==> config.mk <==
export PLATFORM = sky130hd
export DESIGN_NAME = micro_sequencer_flat
export DESIGN_NICKNAME = d
export VERILOG_FILES = /design/src/rtl/micro_sequencer_if.sv /design/src/rtl/micro_sequencer.sv /design/src/flat_wrapper.sv
export SDC_FILE = /design/constraint.sdc
export NUM_CORES = 1
export LEC_CHECK = 0
export ABC_AREA = 1
export CAP_MARGIN = 5
export CORE_ASPECT_RATIO = 0.5
export CORE_MARGIN = 1.5
export CORE_UTILIZATION = 48
export DETAILED_ROUTE_END_ITERATION = 8
export PLACE_DENSITY = 0.75
export SLEW_MARGIN = 10
export SYNTH_ARGS = -nofsm -noshare
export SYNTH_HDL_FRONTEND = slang
export SYNTH_SLANG_ARGS = --single-unit
==> constraint.sdc <==
create_clock -name clk -period 1.72 [get_ports clk]
set_input_delay 0.258 -clock clk [delete_from_list [all_inputs] [get_ports clk]]
set_output_delay 0.258 -clock clk [all_outputs]
set_load 0.05 [all_outputs]
==> src/rtl/micro_sequencer_if.sv <==
// Bundle between the microprogram sequencer and its micro-memory / control side.
// The sequencer side uses the master modport; the micro-memory/decode side uses slave.
interface micro_sequencer_if #(
  parameter int ADDR_W      = 7,
  parameter int STACK_DEPTH = 4,
  parameter int OP_W        = 4,
  parameter int CD_W        = 2
);
  localparam int LVL_W = $clog2(STACK_DEPTH + 1);

  logic [CD_W-1:0]        uinst_cd;
  logic                   uinst_inv;
  logic [1:0]             uinst_br;
  logic [ADDR_W-1:0]      uinst_addr;
  logic [(1<<CD_W)-1:0]   cond_vec;
  logic [OP_W-1:0]        opcode;
  logic                   halt_req;
  logic                   resume;
  logic                   stall;

  logic [ADDR_W-1:0]      car;
  logic                   exec_en;
  logic                   halted;
  logic                   fault;
  logic [1:0]             fault_code;
  logic [LVL_W-1:0]       stack_level;

  modport master (
    input  uinst_cd, uinst_inv, uinst_br, uinst_addr, cond_vec, opcode,
           halt_req, resume, stall,
    output car, exec_en, halted, fault, fault_code, stack_level
  );

  modport slave (
    output uinst_cd, uinst_inv, uinst_br, uinst_addr, cond_vec, opcode,
           halt_req, resume, stall,
    input  car, exec_en, halted, fault, fault_code, stack_level
  );
endinterface

==> src/rtl/micro_sequencer.sv <==
// Microprogram sequencer: CAR, return-address stack and a fetch/execute FSM
// matched to a 1-cycle synchronous micro-memory, with stall, halt and stack faults.
module micro_sequencer #(
  parameter int ADDR_W      = 7,
  parameter int STACK_DEPTH = 4,
  parameter int OP_W        = 4,
  parameter int MAP_SHIFT   = 2,
  parameter int CD_W        = 2,
  parameter int RESET_ADDR  = 0
) (
  input  logic clk,
  input  logic reset,
  micro_sequencer_if.master bus
);
  localparam int LVL_W = $clog2(STACK_DEPTH + 1);
  localparam int IDX_W = (STACK_DEPTH > 1) ? $clog2(STACK_DEPTH) : 1;
  localparam int MAP_W = OP_W + MAP_SHIFT;

  localparam logic [1:0] S_FETCH  = 2'd0;
  localparam logic [1:0] S_EXEC   = 2'd1;
  localparam logic [1:0] S_HALTED = 2'd2;
  localparam logic [1:0] S_FAULT  = 2'd3;

  localparam logic [1:0] BR_JMP  = 2'b00;
  localparam logic [1:0] BR_CALL = 2'b01;
  localparam logic [1:0] BR_RET  = 2'b10;

  localparam logic [1:0] FC_NONE = 2'b00;
  localparam logic [1:0] FC_OVF  = 2'b01;
  localparam logic [1:0] FC_UNF  = 2'b10;

  logic [1:0]        state;
  logic [ADDR_W-1:0] car_q;
  logic [LVL_W-1:0]  level_q;
  logic [1:0]        fcode_q;
  logic [ADDR_W-1:0] stack_mem [STACK_DEPTH];

  logic              cond_true;
  logic              stack_full;
  logic              stack_empty;
  logic              do_push;
  logic [ADDR_W-1:0] car_inc;
  logic [ADDR_W-1:0] map_addr;
  logic [ADDR_W-1:0] top_entry;
  logic [MAP_W-1:0]  map_full;
  logic [IDX_W-1:0]  push_idx;
  logic [IDX_W-1:0]  pop_idx;

  // cd==0 selects "always"; cond_vec[0] is never consulted.
  assign cond_true   = ((bus.uinst_cd == '0) ? 1'b1 : bus.cond_vec[bus.uinst_cd]) ^ bus.uinst_inv;
  assign car_inc     = car_q + ADDR_W'(1);
  assign map_full    = MAP_W'(bus.opcode) << MAP_SHIFT;
  assign map_addr    = ADDR_W'(map_full);
  assign stack_full  = (level_q == LVL_W'(STACK_DEPTH));
  assign stack_empty = (level_q == '0);
  assign push_idx    = IDX_W'(level_q);
  assign pop_idx     = IDX_W'(level_q - LVL_W'(1));
  assign top_entry   = stack_mem[pop_idx];
  assign do_push     = (state == S_EXEC) && !bus.stall && !bus.halt_req && cond_true &&
                       (bus.uinst_br == BR_CALL) && !stack_full;

  // NOTE: storage arrays carry no reset; stack_level alone defines which entries are live.
  always_ff @(posedge clk) begin
    if (do_push) stack_mem[push_idx] <= car_inc;
  end

  // NOTE: all state updates use non-blocking assignments so every register sees pre-edge values.
  always_ff @(posedge clk) begin
    if (reset) begin
      state   <= S_FETCH;
      car_q   <= ADDR_W'(RESET_ADDR);
      level_q <= '0;
      fcode_q <= FC_NONE;
    end else begin
      case (state)
        S_FETCH: state <= S_EXEC;

        S_EXEC: begin
          if (!bus.stall) begin
            if (bus.halt_req) begin
              state <= S_HALTED;
            end else if (!cond_true) begin
              car_q <= car_inc;
              state <= S_FETCH;
            end else begin
              case (bus.uinst_br)
                BR_JMP: begin
                  car_q <= bus.uinst_addr;
                  state <= S_FETCH;
                end
                BR_CALL: begin
                  if (stack_full) begin
                    state   <= S_FAULT;
                    fcode_q <= FC_OVF;
                  end else begin
                    car_q   <= bus.uinst_addr;
                    level_q <= level_q + LVL_W'(1);
                    state   <= S_FETCH;
                  end
                end
                BR_RET: begin
                  if (stack_empty) begin
                    state   <= S_FAULT;
                    fcode_q <= FC_UNF;
                  end else begin
                    car_q   <= top_entry;
                    level_q <= level_q - LVL_W'(1);
                    state   <= S_FETCH;
                  end
                end
                default: begin
                  car_q <= map_addr;
                  state <= S_FETCH;
                end
              endcase
            end
          end
        end

        S_HALTED: begin
          if (bus.resume) begin
            car_q <= car_inc;
            state <= S_FETCH;
          end
        end

        default: ; // FAULT is left only through reset
      endcase
    end
  end

  assign bus.car         = car_q;
  assign bus.exec_en     = (state == S_EXEC);
  assign bus.halted      = (state == S_HALTED);
  assign bus.fault       = (state == S_FAULT);
  assign bus.fault_code  = fcode_q;
  assign bus.stack_level = level_q;
endmodule

==> src/flat_wrapper.sv <==
// flat-port wrapper written by rule: the top's interface ports become plain ports
module micro_sequencer_flat 
#(
  parameter int ADDR_W      = 7,
  parameter int STACK_DEPTH = 4,
  parameter int OP_W        = 4,
  parameter int MAP_SHIFT   = 2,
  parameter int CD_W        = 2,
  parameter int RESET_ADDR  = 0
)
  (clk, reset, bus_uinst_cd, bus_uinst_inv, bus_uinst_br, bus_uinst_addr, bus_cond_vec, bus_opcode, bus_halt_req, bus_resume, bus_stall, bus_car, bus_exec_en, bus_halted, bus_fault, bus_fault_code, bus_stack_level);
  micro_sequencer_if #(.ADDR_W(ADDR_W), .STACK_DEPTH(STACK_DEPTH), .OP_W(OP_W), .CD_W(CD_W)) bus_i ();
  input  logic clk;
  input  logic reset;
  input wire logic [$bits(bus_i.uinst_cd)-1:0] bus_uinst_cd;
  input wire logic [$bits(bus_i.uinst_inv)-1:0] bus_uinst_inv;
  input wire logic [$bits(bus_i.uinst_br)-1:0] bus_uinst_br;
  input wire logic [$bits(bus_i.uinst_addr)-1:0] bus_uinst_addr;
  input wire logic [$bits(bus_i.cond_vec)-1:0] bus_cond_vec;
  input wire logic [$bits(bus_i.opcode)-1:0] bus_opcode;
  input wire logic [$bits(bus_i.halt_req)-1:0] bus_halt_req;
  input wire logic [$bits(bus_i.resume)-1:0] bus_resume;
  input wire logic [$bits(bus_i.stall)-1:0] bus_stall;
  output wire logic [$bits(bus_i.car)-1:0] bus_car;
  output wire logic [$bits(bus_i.exec_en)-1:0] bus_exec_en;
  output wire logic [$bits(bus_i.halted)-1:0] bus_halted;
  output wire logic [$bits(bus_i.fault)-1:0] bus_fault;
  output wire logic [$bits(bus_i.fault_code)-1:0] bus_fault_code;
  output wire logic [$bits(bus_i.stack_level)-1:0] bus_stack_level;
  assign bus_i.uinst_cd = bus_uinst_cd;
  assign bus_i.uinst_inv = bus_uinst_inv;
  assign bus_i.uinst_br = bus_uinst_br;
  assign bus_i.uinst_addr = bus_uinst_addr;
  assign bus_i.cond_vec = bus_cond_vec;
  assign bus_i.opcode = bus_opcode;
  assign bus_i.halt_req = bus_halt_req;
  assign bus_i.resume = bus_resume;
  assign bus_i.stall = bus_stall;
  assign bus_car = bus_i.car;
  assign bus_exec_en = bus_i.exec_en;
  assign bus_halted = bus_i.halted;
  assign bus_fault = bus_i.fault;
  assign bus_fault_code = bus_i.fault_code;
  assign bus_stack_level = bus_i.stack_level;
  micro_sequencer #(.ADDR_W(ADDR_W), .STACK_DEPTH(STACK_DEPTH), .OP_W(OP_W), .MAP_SHIFT(MAP_SHIFT), .CD_W(CD_W), .RESET_ADDR(RESET_ADDR)) u_core (.clk(clk), .reset(reset), .bus(bus_i));
endmodule
# ---- Yosys cells after proc, flatten, opt, wreduce, memory -nomap -nowiden
# Memories as Yosys holds them, arrays and structs flattened.
# Index checks and enable logic that the tools add are counted.
dict set report op_classes {
  magnitude_cmp 1
  n_bitwise 3
  eq_ne 15
  n_mux 27
  reduce_logical 19
  addsub 3
}
# operator n
set ops {}
lappend ops {{$mux W7} 6}
lappend ops {{$pmux W7 S3} 1}
lappend ops {{$mux W2} 8}
lappend ops {{$pmux W7 S2} 1}
lappend ops {{$reduce_and A7 Y1} 2}
lappend ops {{$ne A2 B2 Y1 const B} 5}
lappend ops {{$ne A4 B4 Y1 const B} 2}
lappend ops {{$pmux W2 S2} 2}
lappend ops {{$add A7 B1 Y7 const B} 1}
lappend ops {{$eq A2 B2 Y1 const B} 3}
lappend ops {{$logic_not A2 Y1} 3}
lappend ops {{$mux W3} 2}
lappend ops {{$pmux W2 S3} 1}
lappend ops {{$pmux W3 S2} 1}
lappend ops {{$reduce_and A6 Y1} 1}
lappend ops {{$logic_and A1 B1 Y1} 5}
lappend ops {{$eq A2 B1 Y1 const B} 2}
lappend ops {{$mux W1} 4}
lappend ops {{$ne A2 B1 Y1 const B} 2}
lappend ops {{$reduce_bool A2 Y1} 2}
lappend ops {{$add A3 B1 Y3 const B} 1}
lappend ops {{$eq A3 B3 Y1 const B} 1}
lappend ops {{$logic_not A1 Y1} 3}
lappend ops {{$logic_not A3 Y1} 1}
lappend ops {{7 further kinds} 8}
dict set report totals {
  ff_bits 14
  memories 1
  out_inout_bits 15
  inputBits 25
  ramBits 28
}
# memory words width read_ports rd_ports_with_merged_regs wr line
set mem_list {}
lappend mem_list {u_core.stack_mem 4 7 1 0 1 micro_sequencer.sv:36} ;# logic [ADDR_W-1:0] stack_mem [STACK_DEPTH];

# ---- Depth between registers and ports, before layout
dict set report depth {
  ltp_word 9
  depth_mapped 13
}

# ---- Worst setup path after synthesis
# Ideal clock, no wire load.
dict set report synth_timing {
  path_kind {reg-to-reg}
  start {register u_core.level_q[0] (netlist: u_core.bus.stack_level[0])}
  end {memory u_core.stack_mem[1][0] (enable)}
  arrival_time_ns 1.881
  required_ns 1.360
  path_stages_with_launch 7
  path_slack_ns -0.521
  cell_sequence {dfxtp_1 -> inv_2 -> buf_6 -> ha_1 -> nand2_2 -> nand3_1 -> nor2_1}
}
dict set report synth_between {
  elab_chain_cells 5
}
# element line
set synth_lines {}
lappend synth_lines {{from (decl)} micro_sequencer.sv:34} ;# logic [LVL_W-1:0] level_q;
lappend synth_lines {{from (signal assigned)} micro_sequencer.sv:97} ;# level_q <= level_q + LVL_W'(1);
lappend synth_lines {{from (signal assigned)} micro_sequencer.sv:107} ;# level_q <= level_q - LVL_W'(1);
lappend synth_lines {{$eq A3 B3 Y1} micro_sequencer.sv:54} ;# assign stack_full = (level_q == LVL_W'(STACK_DEPTH));
lappend synth_lines {{$logic_not A1 Y1} micro_sequencer.sv:60} ;# (bus.uinst_br == BR_CALL) && !stack_full;
lappend synth_lines {{$logic_and A1 B1 Y1} micro_sequencer.sv:60}
lappend synth_lines {{$mux W1} micro_sequencer.sv:64} ;# if (do_push) stack_mem[push_idx] <= car_inc;
lappend synth_lines {{$mux W1 (implied by the code)} micro_sequencer.sv:64}
lappend synth_lines {{to (decl)} micro_sequencer.sv:36}
# Parallel ways exist; a longest one is shown, timed or not.

# ---- Worst setup path in the final report
dict set report layout_timing {
  start {register u_core.state[1]}
  end {memory u_core.stack_mem[1][6] (enable)}
}
dict set report layout_between {
  elab_chain_cells 8
}
# element line
set layout_lines {}
lappend layout_lines {{from (decl)} micro_sequencer.sv:32} ;# logic [1:0] state;
lappend layout_lines {{from (signal assigned)} micro_sequencer.sv:70} ;# state <= S_FETCH;
lappend layout_lines {{from (signal assigned)} micro_sequencer.sv:76} ;# S_FETCH: state <= S_EXEC;
lappend layout_lines {{from (signal assigned)} micro_sequencer.sv:81} ;# state <= S_HALTED;
lappend layout_lines {{$eq A2 B1 Y1} micro_sequencer.sv:59} ;# assign do_push = (state == S_EXEC) && !bus.stall && !bus.halt_req && cond_true &&
lappend layout_lines {{$logic_and A1 B1 Y1 (4 in series)} micro_sequencer.sv:59}
lappend layout_lines {{$logic_and A1 B1 Y1} micro_sequencer.sv:60}
lappend layout_lines {{$mux W1} micro_sequencer.sv:64}
lappend layout_lines {{$mux W1 (implied by the code)} micro_sequencer.sv:64}
# Every way passes these cells.

==> flow_summary.yaml <==
yosys:
  synth_ff_type: "edfxtp_1"
  syn_nets: 353
  yosysTopAreaCell: "edfxtp_1"
  netlist.area_leader.share: 0.336
  synth_area_leaders: "edfxtp_1 (34%), nand2_1 (16%), dfxtp_1 (11%)"
  synth.yosys.seq_area_share: 0.448
  ys_seq_elements: 42
  ys_warn_count: 0
  synth_commonest_cells: "nand2_1 (104), inv_1 (34), edfxtp_1 (28), nor2_1 (27), nand3_1 (18)"
  synthArstFlopShare: 0
  ys_types: 30
  yosysMostFrequentCell: "nand2_1"
  syn_inst: 314
  synth_area_per_cell_um2: 7.97
  syn-cell-area_um2: 2500
  synth_edf_count: 28
pwr:
  seqPwrFrac: 0.353
  switching_share: 0.417
  pwr-share-comb: 0.471
  p_int_w: 0.00225
  vdd_ir_drop_max_v: 0.000812
  p_sw_w: 0.00161
  leakagePower_nw: 1.54
  p_clk_frac: 0.175
  total_power_w: 0.00387
  powerDensity_nw_per_um2: 1140
finish:
  syn_to_final_growth_pct: 35.9
  drive_above_1_share: 0.271
  nets: 426
  utilization: 0.683
  antenna-diode-count: 0
  final_area_um2: 3400
critical_path:
  endpoint_kind: "flop"
  worst_ep_required_time_ns: 1.71
  crit_path_top_delay_cell: "dfxtp_2"
  max_stage_delay_ns: 0.36
  cp_max_fo: 7
  path_cells: "inv_1 > ha_4 > nand2_1 > nor2_2 > nand3_4 > nor2_4"
  cp-start-kind: "flop"
  cp.buffers_inverters: 1
  critPathKind: "reg -> reg"
  cp_top_family: "simple AND/OR/NAND/NOR gates"
  arrival_ns: 1.61
sta:
  drv_slew: 0
  finalSetupViolCount: 0
  worst_pin_slew_ns: 0.362
  timing.hold.ws_ns: 0.447
  finalHoldViolCount: 0
  fmax_ghz: 0.618
  finClkSkew_ns: 0.00643
  period_needed_ns: 1.62
  slew_headroom: 0.758
  fin_tns_setup_ns: 0
  fin_crit_sh: 0.941
die:
  die_y_um: 54.1
  core_area_um2: 4980
  start_util: 0.503
  die_x_um: 105
  floorplan.die_area_um2: 5680
  io_pins: 40
  rows: 18
clock_tree:
  ctsLongestPathBuffers: 2
  cts-hold-fix-buffers: 0
  cts.htree.levels: 2
  cts_sinks: 42
  clk_pin_slew_ns: 0.09
  cts_tree: "built"
  insertion_delay_ns: 0.30
  cts_root_buffer: "clkbuf_8"
  cts_buffers: 5
grt:
  grt_max_degree: 19
  antenna_found_initial: 0
  grt_pass1_wl_um: 9720
  grt_use_total: 0.224
  grt_pass1_vias: 2136
  overflow: 0
drt:
  routed_wl_um: 6020
  dr.pass1.iters: 4
  drt_first_iter_violations: 148
  wl_per_cell_um: 13.1
  vias: 2266
  ant_nets: 0
  drc: 0
  via_per_inst: 4.95
placed_design:
  io_buffer_count: 38
  gp_congestion: 0.960
  post-dp-hpwl_um: 4680
  postPlaceCellArea_um2: 3230
run_status:
  status: "finished clean"
run:
  cap_violations: 0
hold_path:
  hold_class: "reg -> reg"
## worst reg2reg max path: stages, from the launching register on
cell and delay [ns]:
dfxtp_2 0.36, inv_1 0.09, ha_4 0.17, nand2_1 0.09
nor2_2 0.16, nand3_4 0.16, nor2_4 0.28
## cells by family (layout without fill, tap and decap cells)
family / count (synthesis) / count (layout) / share of synthesized area
AO/OA/AOI/OAI: 30 / 30 / 0.0625
AND/OR/NAND/NOR: 174 / 174 / 0.316
adder cells (fa/ha/maj): 14 / 14 / 0.0700
buffers and inverters: 48 / 122 / 0.0825
flip-flops: 42 / 42 / 0.448
XOR/XNOR: 6 / 6 / 0.0210
## placed cells by master (no fill, tap or decap), types with 4 or more instances in the layout
cell	n
edfxtp_1	28
inv_2	10
dfxtp_2	5
o21ai_1	11
o21ai_0	5
xor2_1	5
nor2_4	7
nor2_1	22
dfxtp_1	8
clkbuf_8	5
nand2_1	102
inv_1	32
nand3_1	17
clkdlybuf4s50_1	19
nand2_2	4
buf_4	44
a21oi_1	11
ha_1	10
nand2_4	6
dlymetal6s2s_1	4
buf_12	4
## final timing paths
check / slack, ns / endpoint / depth (start not counted) / start
hold reg to reg: 0.45 / u_core.bus.fault_code[0]$_SDFFE_PP0P_ / 2 / u_core.bus.fault_code[0]$_SDFFE_PP0P_
setup reg to reg: 0.10 / u_core.stack_mem[1][6]$_DFFE_PP_ / 6 / u_core.state[1]$_SDFFE_PP0P_
hold / removal: 0.45 / u_core.bus.fault_code[0]$_SDFFE_PP0P_ / 2 / u_core.bus.fault_code[0]$_SDFFE_PP0P_
setup / recovery: 0.10 / u_core.stack_mem[1][6]$_DFFE_PP_ / 6 / u_core.state[1]$_SDFFE_PP0P_
## layout make-up
class | count | area, um2
fillers | 359 | 1580
multi-input cells | 224 | 1270
flip-flops and latches | 42 | 1130
repair buffers | 71 | 651
inverters | 43 | 164
well taps | 70 | 87.6
clock buffers | 5 | 68.8
clock inverters | 3 | 23.8
## registers in the layout, summed over array words and instances, names as in the netlist
register	flops
u_core.bus.car	7
u_core.bus.fault_code	2
u_core.bus.stack_level	3
u_core.stack_mem	28
u_core.state	2
## power by group through the flow
stage                     sequential, W  clock (W)  combinational [W]
after detailed placement        0.00139          0            0.00181
after global routing            0.00139   0.000726            0.00200
after floorplan                 0.00161          0           0.000992
after global placement          0.00138          0            0.00177
after CTS                       0.00136   0.000690            0.00182
final                           0.00137   0.000677            0.00182
## through the flow
step           std cells  setup slack, ns
2_1_floorplan        314          0.00166
3_3_place_gp         448           -0.322
3_5_place_dp         448           -0.388
4_1_cts              457           0.0126
5_1_grt              458         -0.00197
6_report             458            0.101
## routing by layer
metal | GRT usage | vias up | share of wire
li1 | - | 1144 | -
met1 | 0.290 | 1039 | 0.47
met2 | 0.381 | 67 | 0.45
met3 | 0.0460 | 16 | 0.052
met4 | 0.0868 | 0 | 0.020
met5 | 0 | - | 0
## what timing repair did
action / 4_1_cts / 5_1_grt
gates resized for setup: 4 / 13
endpoints found under the setup margin: 19 / 41
buffers inserted: 1 / 1
pin swaps: 2 / 1
cloned: 0 / 0
(Power assumes the default switching activity.)
